File: src/rtl/fpga_robots_game_keysrc_arb_if.sv
// Keycode source bundle: two byte-wide strobed keycode inputs (PS/2 and
// serial) and the merged, paced keycode stream with its status pulses.
// i_* signals flow into the arbiter, o_* signals flow out of it.
interface fpga_robots_game_keysrc_arb_if;
    logic [7:0] i_ps2_kc_dat;
    logic       i_ps2_kc_stb;
    logic [7:0] i_ser_kc_dat;
    logic       i_ser_kc_stb;
    logic [7:0] o_kc_dat;
    logic       o_kc_stb;
    logic       o_kc_src;
    logic       o_ovf_ps2;
    logic       o_ovf_ser;
    logic       o_lock_drop;

    // Keycode producers (and the bench) drive the inputs, observe the stream.
    modport master (
        output i_ps2_kc_dat, i_ps2_kc_stb, i_ser_kc_dat, i_ser_kc_stb,
        input  o_kc_dat, o_kc_stb, o_kc_src, o_ovf_ps2, o_ovf_ser, o_lock_drop
    );

    // The arbiter consumes the inputs and produces the merged stream.
    modport slave (
        input  i_ps2_kc_dat, i_ps2_kc_stb, i_ser_kc_dat, i_ser_kc_stb,
        output o_kc_dat, o_kc_stb, o_kc_src, o_ovf_ps2, o_ovf_ser, o_lock_drop
    );
endinterface

File: src/rtl/fpga_robots_game_keysrc_arb.sv
// Keycode source arbiter: queues PS/2 and serial keycode bytes in small
// per-source FIFOs, grants them round-robin at a paced rate, and keeps an
// E0/F0 prefix together with the byte(s) that complete it. A lock whose
// source goes quiet is released after LOCK_TO cycles.
// Source index 0 is PS/2, index 1 is serial, everywhere in this file.
module fpga_robots_game_keysrc_arb #(
    parameter int FIFO_AW = 2,
    parameter int GAP     = 2,
    parameter int LOCK_TO = 255
) (
    input  logic                          clk,
    input  logic                          rst,
    fpga_robots_game_keysrc_arb_if.slave  bus
);
    localparam int DEPTH = 2 ** FIFO_AW;
    localparam int GAP_W = (GAP > 0) ? $clog2(GAP + 1) : 1;
    localparam int TO_W  = $clog2(LOCK_TO + 1);
    localparam logic [FIFO_AW:0] FULL_CNT = {1'b1, {FIFO_AW{1'b0}}};
    localparam logic [7:0] KC_EXT = 8'hE0;
    localparam logic [7:0] KC_BRK = 8'hF0;

    typedef enum logic [1:0] {
        ST_IDLE,
        ST_LOCK_PS2,
        ST_LOCK_SER
    } state_t;

    state_t             r_state;
    state_t             w_state_nxt;
    logic [TO_W-1:0]    r_to;
    logic [TO_W-1:0]    w_to_nxt;
    logic [GAP_W-1:0]   r_gap;
    logic               r_rr;

    logic [7:0]         r_mem [2][DEPTH];
    logic [FIFO_AW-1:0] r_wp  [2];
    logic [FIFO_AW-1:0] r_rp  [2];
    logic [FIFO_AW:0]   r_cnt [2];

    logic [7:0]         w_in_dat [2];
    logic [1:0]         w_in_stb;
    logic [1:0]         w_empty;
    logic [1:0]         w_full;
    logic [1:0]         w_rd;
    logic [1:0]         w_wr;
    logic [1:0]         w_drop;

    logic               w_gnt_vld;
    logic               w_gnt_src;
    logic [7:0]         w_gnt_dat;
    logic               w_gnt_prefix;
    logic               w_lock_src;
    logic               w_lock_drop;

    logic [7:0]         r_kc_dat;
    logic               r_kc_stb;
    logic               r_kc_src;
    logic [1:0]         r_ovf;
    logic               r_lock_drop;

    // Put both sources into indexable form and derive FIFO status and
    // write/drop decisions; a read on a full FIFO frees the slot for a
    // same-cycle write.
    always_comb begin
        w_in_stb    = {bus.i_ser_kc_stb, bus.i_ps2_kc_stb};
        w_in_dat[0] = bus.i_ps2_kc_dat;
        w_in_dat[1] = bus.i_ser_kc_dat;
        w_rd        = w_gnt_vld ? (w_gnt_src ? 2'b10 : 2'b01) : 2'b00;
        for (int i = 0; i < 2; i++) begin
            w_empty[i] = (r_cnt[i] == '0);
            w_full[i]  = (r_cnt[i] == FULL_CNT);
            w_wr[i]    = w_in_stb[i] && (!w_full[i] || w_rd[i]);
            w_drop[i]  = w_in_stb[i] && w_full[i] && !w_rd[i];
        end
    end

    // Grant selection: paced by the gap counter, restricted to the locked
    // source while a prefix sequence is open, round-robin otherwise.
    always_comb begin
        // NOTE: every combinational output gets a default before any branch,
        // so no path leaves a signal unassigned and no latch is inferred.
        w_gnt_vld = 1'b0;
        w_gnt_src = 1'b0;
        if (r_gap == '0) begin
            case (r_state)
                ST_IDLE: begin
                    if (!w_empty[0] && !w_empty[1]) begin
                        w_gnt_vld = 1'b1;
                        w_gnt_src = r_rr;
                    end else if (!w_empty[0]) begin
                        w_gnt_vld = 1'b1;
                        w_gnt_src = 1'b0;
                    end else if (!w_empty[1]) begin
                        w_gnt_vld = 1'b1;
                        w_gnt_src = 1'b1;
                    end
                end
                ST_LOCK_PS2: begin
                    w_gnt_vld = !w_empty[0];
                    w_gnt_src = 1'b0;
                end
                ST_LOCK_SER: begin
                    w_gnt_vld = !w_empty[1];
                    w_gnt_src = 1'b1;
                end
                default: ;
            endcase
        end
        w_gnt_dat    = r_mem[w_gnt_src][r_rp[w_gnt_src]];
        w_gnt_prefix = (w_gnt_dat == KC_EXT) || (w_gnt_dat == KC_BRK);
    end

    // Next state: a granted prefix opens (or keeps) its source's lock, any
    // other granted byte closes it; a lock idling on an empty FIFO times out.
    always_comb begin
        w_state_nxt = r_state;
        w_to_nxt    = r_to;
        w_lock_drop = 1'b0;
        w_lock_src  = (r_state == ST_LOCK_SER);
        if (w_gnt_vld) begin
            w_to_nxt = '0;
            if (w_gnt_prefix) begin
                w_state_nxt = w_gnt_src ? ST_LOCK_SER : ST_LOCK_PS2;
            end else begin
                w_state_nxt = ST_IDLE;
            end
        end else if (r_state != ST_IDLE && w_empty[w_lock_src]) begin
            if (r_to == TO_W'(LOCK_TO - 1)) begin
                w_state_nxt = ST_IDLE;
                w_to_nxt    = '0;
                w_lock_drop = 1'b1;
            end else begin
                w_to_nxt = r_to + TO_W'(1);
            end
        end
    end

    // State and lock-timeout registers.
    always_ff @(posedge clk) begin
        // NOTE: registers are assigned with <= so every flop samples the
        // pre-edge values regardless of statement order.
        if (rst) begin
            r_state <= ST_IDLE;
            r_to    <= '0;
        end else begin
            r_state <= w_state_nxt;
            r_to    <= w_to_nxt;
        end
    end

    // FIFO storage writes.
    always_ff @(posedge clk) begin
        // NOTE: the storage array has no reset; emptiness is tracked by the
        // pointers and counts, so flushing them is enough and the array can
        // map onto distributed RAM.
        for (int i = 0; i < 2; i++) begin
            if (w_wr[i]) begin
                r_mem[i][r_wp[i]] <= w_in_dat[i];
            end
        end
    end

    // FIFO pointers and occupancy; reset flushes both queues.
    always_ff @(posedge clk) begin
        for (int i = 0; i < 2; i++) begin
            if (rst) begin
                r_wp[i]  <= '0;
                r_rp[i]  <= '0;
                r_cnt[i] <= '0;
            end else begin
                if (w_wr[i]) r_wp[i] <= r_wp[i] + FIFO_AW'(1);
                if (w_rd[i]) r_rp[i] <= r_rp[i] + FIFO_AW'(1);
                if (w_wr[i] && !w_rd[i]) begin
                    r_cnt[i] <= r_cnt[i] + (FIFO_AW + 1)'(1);
                end else if (w_rd[i] && !w_wr[i]) begin
                    r_cnt[i] <= r_cnt[i] - (FIFO_AW + 1)'(1);
                end
            end
        end
    end

    // Pacing gap, round-robin pointer and registered output stream.
    always_ff @(posedge clk) begin
        if (rst) begin
            r_gap       <= '0;
            r_rr        <= 1'b0;
            r_kc_dat    <= '0;
            r_kc_stb    <= 1'b0;
            r_kc_src    <= 1'b0;
            r_ovf       <= '0;
            r_lock_drop <= 1'b0;
        end else begin
            r_kc_stb    <= w_gnt_vld;
            r_ovf       <= w_drop;
            r_lock_drop <= w_lock_drop;
            if (w_gnt_vld) begin
                r_gap    <= GAP_W'(GAP);
                r_rr     <= ~w_gnt_src;
                r_kc_dat <= w_gnt_dat;
                r_kc_src <= w_gnt_src;
            end else if (r_gap != '0) begin
                r_gap <= r_gap - GAP_W'(1);
            end
        end
    end

    assign bus.o_kc_dat    = r_kc_dat;
    assign bus.o_kc_stb    = r_kc_stb;
    assign bus.o_kc_src    = r_kc_src;
    assign bus.o_ovf_ps2   = r_ovf[0];
    assign bus.o_ovf_ser   = r_ovf[1];
    assign bus.o_lock_drop = r_lock_drop;
endmodule
File: src/flat_wrapper.sv
// flat-port wrapper written by rule: the top's interface ports become plain ports
module fpga_robots_game_keysrc_arb_flat 
#(
    parameter int FIFO_AW = 2,
    parameter int GAP     = 2,
    parameter int LOCK_TO = 255
)
  (clk, rst, bus_i_ps2_kc_dat, bus_i_ps2_kc_stb, bus_i_ser_kc_dat, bus_i_ser_kc_stb, bus_o_kc_dat, bus_o_kc_stb, bus_o_kc_src, bus_o_ovf_ps2, bus_o_ovf_ser, bus_o_lock_drop);
  fpga_robots_game_keysrc_arb_if bus_i ();
  input  logic clk;
  input  logic rst;
  input wire logic [$bits(bus_i.i_ps2_kc_dat)-1:0] bus_i_ps2_kc_dat;
  input wire logic [$bits(bus_i.i_ps2_kc_stb)-1:0] bus_i_ps2_kc_stb;
  input wire logic [$bits(bus_i.i_ser_kc_dat)-1:0] bus_i_ser_kc_dat;
  input wire logic [$bits(bus_i.i_ser_kc_stb)-1:0] bus_i_ser_kc_stb;
  output wire logic [$bits(bus_i.o_kc_dat)-1:0] bus_o_kc_dat;
  output wire logic [$bits(bus_i.o_kc_stb)-1:0] bus_o_kc_stb;
  output wire logic [$bits(bus_i.o_kc_src)-1:0] bus_o_kc_src;
  output wire logic [$bits(bus_i.o_ovf_ps2)-1:0] bus_o_ovf_ps2;
  output wire logic [$bits(bus_i.o_ovf_ser)-1:0] bus_o_ovf_ser;
  output wire logic [$bits(bus_i.o_lock_drop)-1:0] bus_o_lock_drop;
  assign bus_i.i_ps2_kc_dat = bus_i_ps2_kc_dat;
  assign bus_i.i_ps2_kc_stb = bus_i_ps2_kc_stb;
  assign bus_i.i_ser_kc_dat = bus_i_ser_kc_dat;
  assign bus_i.i_ser_kc_stb = bus_i_ser_kc_stb;
  assign bus_o_kc_dat = bus_i.o_kc_dat;
  assign bus_o_kc_stb = bus_i.o_kc_stb;
  assign bus_o_kc_src = bus_i.o_kc_src;
  assign bus_o_ovf_ps2 = bus_i.o_ovf_ps2;
  assign bus_o_ovf_ser = bus_i.o_ovf_ser;
  assign bus_o_lock_drop = bus_i.o_lock_drop;
  fpga_robots_game_keysrc_arb #(.FIFO_AW(FIFO_AW), .GAP(GAP), .LOCK_TO(LOCK_TO)) u_core (.clk(clk), .rst(rst), .bus(bus_i));
endmodule
File: config.mk
export PLATFORM = sky130hd
export DESIGN_NAME = fpga_robots_game_keysrc_arb_flat
export DESIGN_NICKNAME = d
export VERILOG_FILES = /design/src/rtl/fpga_robots_game_keysrc_arb_if.sv /design/src/rtl/fpga_robots_game_keysrc_arb.sv /design/src/flat_wrapper.sv
export SDC_FILE = /design/constraint.sdc
export NUM_CORES = 1
export LEC_CHECK = 0
export CORE_UTILIZATION = 58
export DETAILED_ROUTE_END_ITERATION = 16
export GPL_TIMING_DRIVEN = 0
export PLACE_DENSITY = 0.9
export SLEW_MARGIN = 10
export SYNTH_ARGS = -nofsm -noshare
export SYNTH_HDL_FRONTEND = slang
export SYNTH_SLANG_ARGS = --single-unit
File: constraint.sdc
create_clock -name clk -period 3.2 [get_ports clk]
set_input_delay 0.64 -clock clk [delete_from_list [all_inputs] [get_ports clk]]
set_output_delay 0.64 -clock clk [all_outputs]
set_load 0.02 [all_outputs]
==> summary.txt <==
Finish
  • Non-filler cells, final: 504
  • Area added between synthesis and finish: 13.4%
  • ANT cells: 0
  • Share of layout cells above drive strength 1: 10.7%
  • Post-route cell area: 5320 um2
  • Nets: 432
  • Most frequent cells in the layout: edfxtp_1, clkdlybuf4s50_1, nor2_1
  • Commonest non-fill, non-tap cell in the layout: edfxtp_1

Clock tree
  • CTS tree: done
  • Num CTS Buffers: 9
  • CTS Sinks: between 100 and 150
  • Clock Tree Buf Depth: 2
  • Post-CTS Setup Inserts: 0
  • Post_cts resized: 0
  • Clk Latency, worst-skew pair: ~0.36 ns
  • CTS clk-pin slew, worst paths: about 0.10 ns
  • Clk root buf: clkbuf_8
  • CTS Hold Buffers Added: 0
  • CTS H-tree lvls: 3

Place
  • Gp weighted congestion: approximately 0.9
  • Area post-placement: just over 5000 um2
  • Placed insts: ~500
  • Detail Placement HPWL: 6590 um
  • I/O Buffers: 32
  • Pre-CTS setup slack: ~0.15 ns

Worst setup path
  • Worst setup EP type: flop
  • Worst reg2reg path depth: 9
  • Req. time, crit path: between 3 and 4 ns
  • Crit path max fanout: 6
  • R2r endpoint: u_core.r_cnt[1][2]
  • Reg2reg start: u_core.r_cnt[0][0]
  • CP arrival: approximately 3.0 ns
  • R2r setup slk: 0.42 ns
  • Critical path class: flop to flop
  • CP startpoint kind: flop

Yosys
  • Mapped Area: between 4000 and 5000 um2
  • Synth top area share: between 40% and 50%
  • Top_reg_cell synth: edfxtp_1
  • Yosys reg bits: 104
  • Mean Syn Cell Area: between 10 and 15 um2
  • Synth area leaders: edfxtp_1, dfxtp_1, mux2i_1
  • Synth Instances: ~360
  • Post-synth EDFFs: 78
  • Leading area contributor after synthesis: edfxtp_1
  • Synth warn: 0
  • Ys async rst share: 0%
  • Seq/Total Area, Yosys: between 60% and 70%
  • Post-synth net total: slightly below 400
  • Netlist cell types: 57

Power and ir drop
  • Psw: ~1.4 mW
  • Sw frac: 35.6%
  • Clock power frac: a little under a fifth
  • Cell-internal power: 2.61 mW
  • Sequential Power Share: 45.3%
  • Power Density: between 700 and 800 nW/um2
  • Maximum VDD drop: about 0.00046 V
  • Power, Total: about 4.1 mW
  • Leakage: 1.83 nW
  • Logic pwr share: 36.1%

STA
  • Fin. Hold Viols: 0
  • Rel. slew slack: 60.7%
  • Peak Freq: 359 MHz
  • Max Slew Vio Count: 0
  • Worst slew pin tran: roughly 0.6 ns
  • Tcrit/Tclk final: about 87%
  • Unrepaired setup endpoints after global routing: false
  • Tmin final: about 2.8 ns
  • Setup_tns: 0 ns
  • # setup viols final: 0
  • Final worst slack: approximately 0.42 ns
  • Final Skew: 0.00936 ns

GRT
  • Total grt overflow: 0
  • Initial antenna violation count: 0
  • Global-route total usage across every layer: 23.2%
  • Largest net degree at the start of global routing: 19
  • Vias in the first global route: slightly above 3000
  • First-pass GRT wire length: ~15000 um

Floorplanning
  • Row count: 32
  • Core ar.: 7770 um2
  • Die Ht: 91.9 um
  • I/O pin cnt: 33
  • Die footprint: around 8500 um2
  • Initial cell density of the core: between 60% and 70%
  • Die width: just over 90 um

Route
  • Met1 WL: between 3000 and 4000 um
  • Final ANT Viol Nets: 0
  • Post-DR wirelength/cell: 18.0 um
  • DR DRC count: 0
  • Final WL: between 9000 and 10000 um
  • Top Metal Used: met4
  • Metal3 WL: between 400 and 500 um
  • DR WL met2: 4610 um
  • Vias: around 3000
  • DR pass1 iterations: 5
  • Initial drt markers: 149
  • Vias per cell: 6.04

Worst hold path
  • Hold depth: 1
  • Hold path endpoint: u_core.r_gap[0]
  • Hold_sp: u_core.r_gap[0]
  • Hold Path Class: flop to flop

Status
  • Status: finished, final reports clean

Flow run
  • Max-cap viol count: 0
through the flow:
stage	hold slack [ns]	utilization, %
5_1_grt	0.504	68.5
6_report	0.481	68.5
3_3_place_gp	0.451	66.2
2_1_floorplan	0.436	-
3_5_place_dp	0.470	66.2
4_1_cts	0.484	68.4
worst max path at each step:
stage / from / end / slack [ns]
floorplan: u_core.r_cnt[0][0] / u_core.r_cnt[1][2] / 0.63
global placement: u_core.r_cnt[0][0] / u_core.r_cnt[1][2] / 0.28
detailed placement: u_core.r_cnt[0][0] / u_core.r_cnt[1][2] / 0.15
CTS: u_core.r_cnt[0][0] / u_core.r_cnt[1][2] / 0.13
global route: u_core.r_cnt[0][0] / u_core.r_cnt[1][2] / 0.17
finish: u_core.r_cnt[0][0] / u_core.r_cnt[1][2] / 0.42
flip-flops by register name (all words and copies together) (netlist names), 2 cells and up:
register             cells
u_core.r_rp              4
u_core.r_wp              4
u_core.r_to              8
u_core.bus.o_kc_dat      8
u_core.r_cnt             6
u_core.r_mem            64
u_core.r_gap             2
u_core.r_ovf             2
u_core.r_state           2
worst max-delay path: stages (launching register included):
cell and delay [ns]:
edfxtp_1 0.44, inv_1 0.11, ha_1 0.25, nand2b_1 0.17, a211oi_2 0.46, nand3_1 0.22, fa_1 0.46, xnor2_1 0.14
or2_0 0.22, a21oi_1 0.17
power by group through the flow:
stage | Combinational [mW] | Sequential [mW] | Clock, mW
2_1_floorplan | 0.972 | 1.88 | 0
3_3_place_gp | 1.38 | 1.85 | 0
3_5_place_dp | 1.44 | 1.86 | 0
6_report | 1.46 | 1.84 | 0.751
4_1_cts | 1.45 | 1.83 | 0.758
5_1_grt | 1.59 | 1.86 | 0.812
kinds of logic after synthesis:
kind of cell    after synthesis  share of synthesized area (%)
compound gates               48                           8.19
xor+xnor                     10                           1.87
fa+ha+maj                    14                           3.89
buf+inv                      30                           2.56
flops                       104                           61.0
mux                          32                           8.70
simple gates                117                           13.8
cell type report:
cell class | count | area [um2]
buffer | 14 | 60.1
clock buffer | 9 | 124
clock inverter | 6 | 51.3
fill | 564 | 2450
inverter | 16 | 60.1
multi-input combinational | 221 | 1710
sequential | 104 | 2860
tap | 102 | 128
timing repair buffer | 32 | 320
Yosys cell counts, drive strengths merged (2+ instances only):
master,n
nor3,9
a22o,3
or3b,2
nor4bb,3
ha,13
nor4b,4
edfxtp,78
nand4,4
or2,5
nor2,29
nand2b,3
nand3,7
o211ai,5
nand3b,2
clkbuf,7
xor2,4
and3,7
and2,9
a31oi,2
buf,7
nand4b,2
a211o,3
inv,16
a311oi,3
mux2,7
mux4,6
a22oi,3
a32o,2
dfxtp,26
xnor2,6
nor2b,6
a32oi,2
a21oi,7
or3,3
nand2,18
mux2i,19
a211oi,9
layer usage:
layer / GRT usage, % / vias to the layer above
li1: - / 1424
met4: 8.33 / 0
met1: 28.7 / 1492
met5: 0 / -
met3: 5.31 / 19
met2: 39.8 / 108
(Power assumes the default switching activity.)
